==> config.mk <==
export PLATFORM = sky130hd
export DESIGN_NAME = writeback_regfile
export DESIGN_NICKNAME = d
export VERILOG_FILES = /design/src/rtl/writeback_regfile.sv
export SDC_FILE = /design/constraint.sdc
export NUM_CORES = 2
export LEC_CHECK = 0
export ABC_CLOCK_PERIOD_IN_PS = 3200
export CAP_MARGIN = 30
export CORE_ASPECT_RATIO = 1.75
export CORE_MARGIN = 3
export CORE_UTILIZATION = 50
export CTS_BUF_LIST = sky130_fd_sc_hd__clkbuf_4 sky130_fd_sc_hd__clkbuf_8
export DETAILED_ROUTE_END_ITERATION = 12
export PLACE_DENSITY = 0.69
export SLEW_MARGIN = 5
export SYNTH_ARGS = -nofsm -noshare
export SYNTH_HDL_FRONTEND = slang
export SYNTH_SLANG_ARGS = --single-unit
==> constraint.sdc <==
create_clock -name clk_i -period 3.2 [get_ports clk_i]
set_input_delay 0.64 -clock clk_i [delete_from_list [all_inputs] [get_ports clk_i]]
set_output_delay 0.64 -clock clk_i [all_outputs]
set_load 0.01 [all_outputs]
==> src/rtl/writeback_regfile.sv <==
`default_nettype none
// ============================================================================
//  Module   : writeback_regfile
//  Purpose  : Writeback stage and architectural state of the single-cycle
//             RV32I core. It selects the commit value (ALU result, load data
//             or link address) and holds the 32x32 integer register file.
//             It also keeps the processor status (run/halt/fault) and the
//             64-bit cycle and retired-instruction counters.
//  Ports    : clk_i, rst_n_i        clock, asynchronous active-low reset
//             opcode_i, rd_i,      current instruction fields
//             rs1_i, rs2_i, imm_i
//             valE_i, valm_i,      candidate writeback values
//             pc_plus4_i
//             imem_error_i,        fetch / data access faults
//             dmem_error_i
//             val1_o, val2_o       combinational register reads
//             wb_en_o, wb_rd_o,    write committed at the next edge
//             wb_data_o
//             stat_o, halt_o       00 AOK, 01 HLT, 10 ADR, 11 INS
//             cycle_o, instret_o   cycles in AOK, instructions retired
//  Revision : 1.0 - initial release
// ============================================================================
module writeback_regfile #(
  parameter bit RESET_X0_ONLY = 1'b0
) (
  input  logic        clk_i,
  input  logic        rst_n_i,
  input  logic [6:0]  opcode_i,
  input  logic [4:0]  rd_i,
  input  logic [4:0]  rs1_i,
  input  logic [4:0]  rs2_i,
  input  logic [31:0] imm_i,
  input  logic [31:0] valE_i,
  input  logic [31:0] valm_i,
  input  logic [31:0] pc_plus4_i,
  input  logic        imem_error_i,
  input  logic        dmem_error_i,
  output logic [31:0] val1_o,
  output logic [31:0] val2_o,
  output logic        wb_en_o,
  output logic [4:0]  wb_rd_o,
  output logic [31:0] wb_data_o,
  output logic [1:0]  stat_o,
  output logic        halt_o,
  output logic [63:0] cycle_o,
  output logic [63:0] instret_o
);

  localparam logic [6:0] c_OP_LUI    = 7'b0110111;
  localparam logic [6:0] c_OP_AUIPC  = 7'b0010111;
  localparam logic [6:0] c_OP_JAL    = 7'b1101111;
  localparam logic [6:0] c_OP_JALR   = 7'b1100111;
  localparam logic [6:0] c_OP_BRANCH = 7'b1100011;
  localparam logic [6:0] c_OP_LOAD   = 7'b0000011;
  localparam logic [6:0] c_OP_STORE  = 7'b0100011;
  localparam logic [6:0] c_OP_IMM    = 7'b0010011;
  localparam logic [6:0] c_OP_R      = 7'b0110011;
  localparam logic [6:0] c_OP_SYSTEM = 7'b1110011;

  typedef enum logic [1:0] {
    ST_AOK = 2'b00,
    ST_HLT = 2'b01,
    ST_ADR = 2'b10,
    ST_INS = 2'b11
  } state_e;

  state_e      state_q, state_d;
  logic [63:0] cycle_q, cycle_d;
  logic [63:0] instret_q, instret_d;

  logic        w_valid_op;
  logic        w_write_class;
  logic        w_is_mem;
  logic        w_fault;
  logic        w_commit;
  logic        w_wb_en;
  logic [31:0] w_wb_data;
  logic [31:0] w_rf [0:31];
  logic        w_unused_imm;

  // Only the low 12 immediate bits distinguish ECALL/EBREAK.
  assign w_unused_imm = ^imm_i[31:12];

  // --------------------------------------------------------------------------
  // Opcode classification and writeback data select
  // --------------------------------------------------------------------------
  always_comb begin
    w_valid_op    = 1'b0;
    w_write_class = 1'b0;
    w_wb_data     = valE_i;
    unique case (opcode_i)
      c_OP_LUI, c_OP_AUIPC, c_OP_IMM, c_OP_R: begin
        w_valid_op    = 1'b1;
        w_write_class = 1'b1;
      end
      c_OP_JAL, c_OP_JALR: begin
        w_valid_op    = 1'b1;
        w_write_class = 1'b1;
        w_wb_data     = pc_plus4_i;
      end
      c_OP_LOAD: begin
        w_valid_op    = 1'b1;
        w_write_class = 1'b1;
        w_wb_data     = valm_i;
      end
      c_OP_STORE, c_OP_BRANCH, c_OP_SYSTEM: begin
        w_valid_op    = 1'b1;
      end
      default: begin
        w_valid_op    = 1'b0;
      end
    endcase
  end

  assign w_is_mem = (opcode_i == c_OP_LOAD) || (opcode_i == c_OP_STORE);

  // Any of these stops the instruction from committing.
  assign w_fault  = imem_error_i || !w_valid_op || (dmem_error_i && w_is_mem);
  assign w_commit = (state_q == ST_AOK) && !w_fault;
  assign w_wb_en  = w_commit && w_write_class && (rd_i != 5'd0);

  assign wb_en_o   = w_wb_en;
  assign wb_rd_o   = rd_i;
  assign wb_data_o = w_wb_data;

  // --------------------------------------------------------------------------
  // Status FSM and counters
  // --------------------------------------------------------------------------
  always_comb begin
    state_d   = state_q;
    cycle_d   = cycle_q;
    instret_d = instret_q;
    if (state_q == ST_AOK) begin
      cycle_d = cycle_q + 64'd1;
      if (w_commit) begin
        instret_d = instret_q + 64'd1;
      end
      if (imem_error_i) begin
        state_d = ST_ADR;
      end else if (!w_valid_op) begin
        state_d = ST_INS;
      end else if (dmem_error_i && w_is_mem) begin
        state_d = ST_ADR;
      end else if ((opcode_i == c_OP_SYSTEM) && (imm_i[11:1] == 11'd0)) begin
        // imm 0 (ECALL) or 1 (EBREAK): retire, then halt.
        state_d = ST_HLT;
      end
    end
  end

  always_ff @(posedge clk_i or negedge rst_n_i) begin
    if (!rst_n_i) begin
      state_q   <= ST_AOK;
      cycle_q   <= 64'd0;
      instret_q <= 64'd0;
    end else begin
      state_q   <= state_d;
      cycle_q   <= cycle_d;
      instret_q <= instret_d;
    end
  end

  assign stat_o    = state_q;
  assign halt_o    = (state_q != ST_AOK);
  assign cycle_o   = cycle_q;
  assign instret_o = instret_q;

  // --------------------------------------------------------------------------
  // Register file: x0 is a constant, x1..x31 are individual registers
  // --------------------------------------------------------------------------
  assign w_rf[0] = 32'd0;

  genvar gi;
  generate
    for (gi = 1; gi < 32; gi++) begin : g_reg
      logic [31:0] data_q;
      logic        w_we;

      assign w_we     = w_wb_en && (rd_i == gi[4:0]);
      assign w_rf[gi] = data_q;

      if (RESET_X0_ONLY) begin : g_noreset
        // Unreset storage: gate with rst_n_i so an edge during reset
        // cannot commit a pending write.
        always_ff @(posedge clk_i) begin
          if (w_we && rst_n_i) begin
            data_q <= w_wb_data;
          end
        end
      end else begin : g_reset
        always_ff @(posedge clk_i or negedge rst_n_i) begin
          if (!rst_n_i) begin
            data_q <= 32'd0;
          end else if (w_we) begin
            data_q <= w_wb_data;
          end
        end
      end
    end
  endgenerate

  // No write bypass: reads see contents before the pending edge.
  assign val1_o = w_rf[rs1_i];
  assign val2_o = w_rf[rs2_i];

endmodule
`default_nettype wire

==> impl_metrics.toml <==
[run_status]
status = "finished, violations left"
violations = "setup timing"

[grt]
grt_pass1_vias = 48541
grt_usage_pct = 33.84
grt_pass1_wl_um = 305800
grt_start_max_net_pins = 102
grt-ovfl-total = 0
antenna_found_initial = 16

[synth]
synth_nets = 5358
netlist_area_mm2 = 0.05787
yosys_warnings = 0
yosysUniqueCellTypes = 62
syn-instance-count = 5202
synth_edf_count = 0
seq_area_frac_synth_pct = 48.52
syn_area_per_cell_um2 = 11.12
ys.flop_type = "dfrtp_1"
async_flop_share_pct = 100.0
ys_ff_latch = 1122

[placed_design]
hpwl_um = 135600
dp_cells = 6998
port_buffers = 365
gp_congestion = 0.9372
place_area_mm2 = 0.06652

[critical_path]
rr_worst_depth = 8
worst_setup_path_start_kind = "flop"
crit_path_top_delay_cell = "mux4_2"
critical-path-top-delay-family = "multiplexers"
path_class = "flop to output port"
crit_path_max_incr_delay_ns = 0.48
startpoint = "g_reg[15].data_q[11]$_DFFE_PN0P_"
crit_buf_inv = 1
required_ns = 2.56
endpoint_kind = "output port"
critical_path_arrival_ns = 2.64
cp.depth = 5
r2r_start = "stat_o[1]$_DFFE_PN0P_"
crit_fanout = 3
path_cells = "mux4_2, mux2i_1, a2111o_1, o221ai_4, buf_6"

[floorplan]
initial_core_util_pct = 50.54
fp-row-count = 164
die_area_mm2 = 0.1200
io_pins = 387
coreArea_mm2 = 0.1145
die_w_um = 263.2
fp.dieH_um = 456.0

[timing]
setup_slack_ns = -0.08292
hold_viol_final = 0
clock.fmax_mhz = 304.6
rsz0062_at_grt = "true"
relSlewSlack_pct = 37.82
tightest_slew_ns = 0.9327
finalCritPeriodShare_pct = 102.6
slew_viol_final = 0
min_period_ns = 3.283
finClkSkew_ns = 0.03376
setup_violations = 10
setup_tns_ns = -0.3266

[layout]
nNetsFinal = 5913
nFillCells = 8775
drive_gt1_share_pct = 28.73
layout_common_cells = "dfrtp_1, nand2_1, o21ai_0, mux4_2, buf_4"
syn2layout_area_growth_pct = 24.96
fin_area_mm2 = 0.07231
fin_cells = 7382
final_common_cell = "dfrtp_1"

[power_and_ir_drop]
p_total_mw = 29.86
leakage_nw = 31.38
vdd_drop_max_mv = 0.4738
powerDensity_mw_per_mm2 = 413.0

[job]
drv_cap = 0

[route]
ant_nets = 0
via_count = 47291
drc = 0
wirelength_um = 204400
dr.pass1.iters = 6
drt_iter0_drc = 4876
vias_per_cell = 6.406
wire_per_inst_um = 27.69

[clock_tree]
clk_pin_slew_ns = 0.07
clock-sinks = 1122
cts_buffers = 165
cts_buffer_depth = 3
htreeDepth = 4
insertion_delay_ns = 0.90
cts_tree = "done"
root_buffer = "clkbuf_8"

[min_path]
hold_class = "input pin to asynchronous set/reset pin"
## stage by stage
stage / hold slack, ns / util, % / worst slack [ns]
3_5_place_dp: 0.4683 / 58.09 / -0.7818
2_1_floorplan: 0.3444 / - / 0.1872
5_1_grt: 0.3180 / 63.14 / -0.1445
4_1_cts: 0.2870 / 62.27 / -0.1832
3_3_place_gp: 0.4650 / 58.09 / -0.7911
6_report: 0.2914 / 63.15 / -0.08292
## layout make-up
class                      count  area [µm²]  area share, %
timing repair buffer         893        9359          12.94
antenna                       10       25.02        0.03461
multi-input combinational   3529       29210          40.40
clock inverter                41       429.2         0.5935
tap                         1494        1869          2.585
inverter                      46       177.7         0.2457
sequential                  1122       28080          38.83
clock buffer                 247        3162          4.372
## kinds of logic (layout without fill, tap and decap cells)
group | Yosys count | in the layout | synth area share [%]
AO/OA/AOI/OAI | 1271 | 1271 | 12.77
XOR/XNOR | 126 | 126 | 1.907
adder cells (fa/ha/maj) | 2 | 2 | 0.04324
buffers and inverters | 551 | 1227 | 3.994
flip-flops | 1122 | 1122 | 48.52
multiplexers | 704 | 704 | 22.00
other | 0 | 10 | 0
AND/OR/NAND/NOR | 1426 | 1426 | 10.76
## synth_stat cells (all sizes together) (23+ instances only)
library cell  count  area (µm²)
a2111o           31       349.1
a2111oi          31       271.5
a21oi            38       317.8
a221oi           62       543.0
a22o             33       289.0
buf             201       996.0
clkbuf          304        1142
dfrtp          1122       28080
inv              46       172.7
mux2             64       720.7
mux2i           192        1922
mux4            448       10090
nand2          1046        3926
nand3            38       190.2
nand4            80       681.9
nor2             98       367.9
nor3             33       165.2
nor4             23       165.2
o21ai           994        4975
o221ai           31       271.5
o22ai            33       206.5
or2              37       231.5
xnor2            72       630.6
xor2             54       473.0
## registers in the layout (all words and copies together), names as in the netlist
name	cells
cycle_o	64
stat_o	2
instret_o	64
g.data_q	992
## final timing paths
check                                                   to  slack, ns
setup / recovery                                val1_o[11]      -0.08
hold / removal             g_reg[25].data_q[1]$_DFFE_PN0P_       0.29
setup reg to reg           g_reg[30].data_q[4]$_DFFE_PN0P_       0.41
hold reg to reg                    cycle_o[63]$_DFFE_PN0P_       0.48
max in group asynchronous  g_reg[19].data_q[9]$_DFFE_PN0P_       1.74
min in group clk_i                   stat_o[0]$_DFFE_PN0P_       0.42
## layer usage
metal / global-route usage [%] / share of wire, %
met5: 0 / 0.034
met4: 23.04 / 7.8
met3: 8.405 / 9.8
met2: 53.32 / 47
met1: 41.23 / 35
## timing repair
item                                    CTS  global route
endpoints found under the setup margin   97            86
pin swaps                                81            51
cloned                                    3             3
hold buffers                              1             0
setup buffers                            56            49
endpoints found under the hold margin    22             0
resized for setup                       609           130
## worst reg2reg max path, cell delays in order, from the launching register on
cell and delay (ns):
dfrtp_1 0.40, nor2_4 0.15, inv_4 0.08, a211oi_4 0.31, buf_4 0.75, nand4_1 0.40, buf_4 0.35, nand2_1 0.14
o21ai_0 0.08
## where the power goes
part / internal, mW / switching, mW
clock network: 6.89 / 5.84
logic: 1.14 / 1.78
registers: 14.2 / 0.0127
total: 22.2 / 7.64
Power figures use the tool's default switching activity.
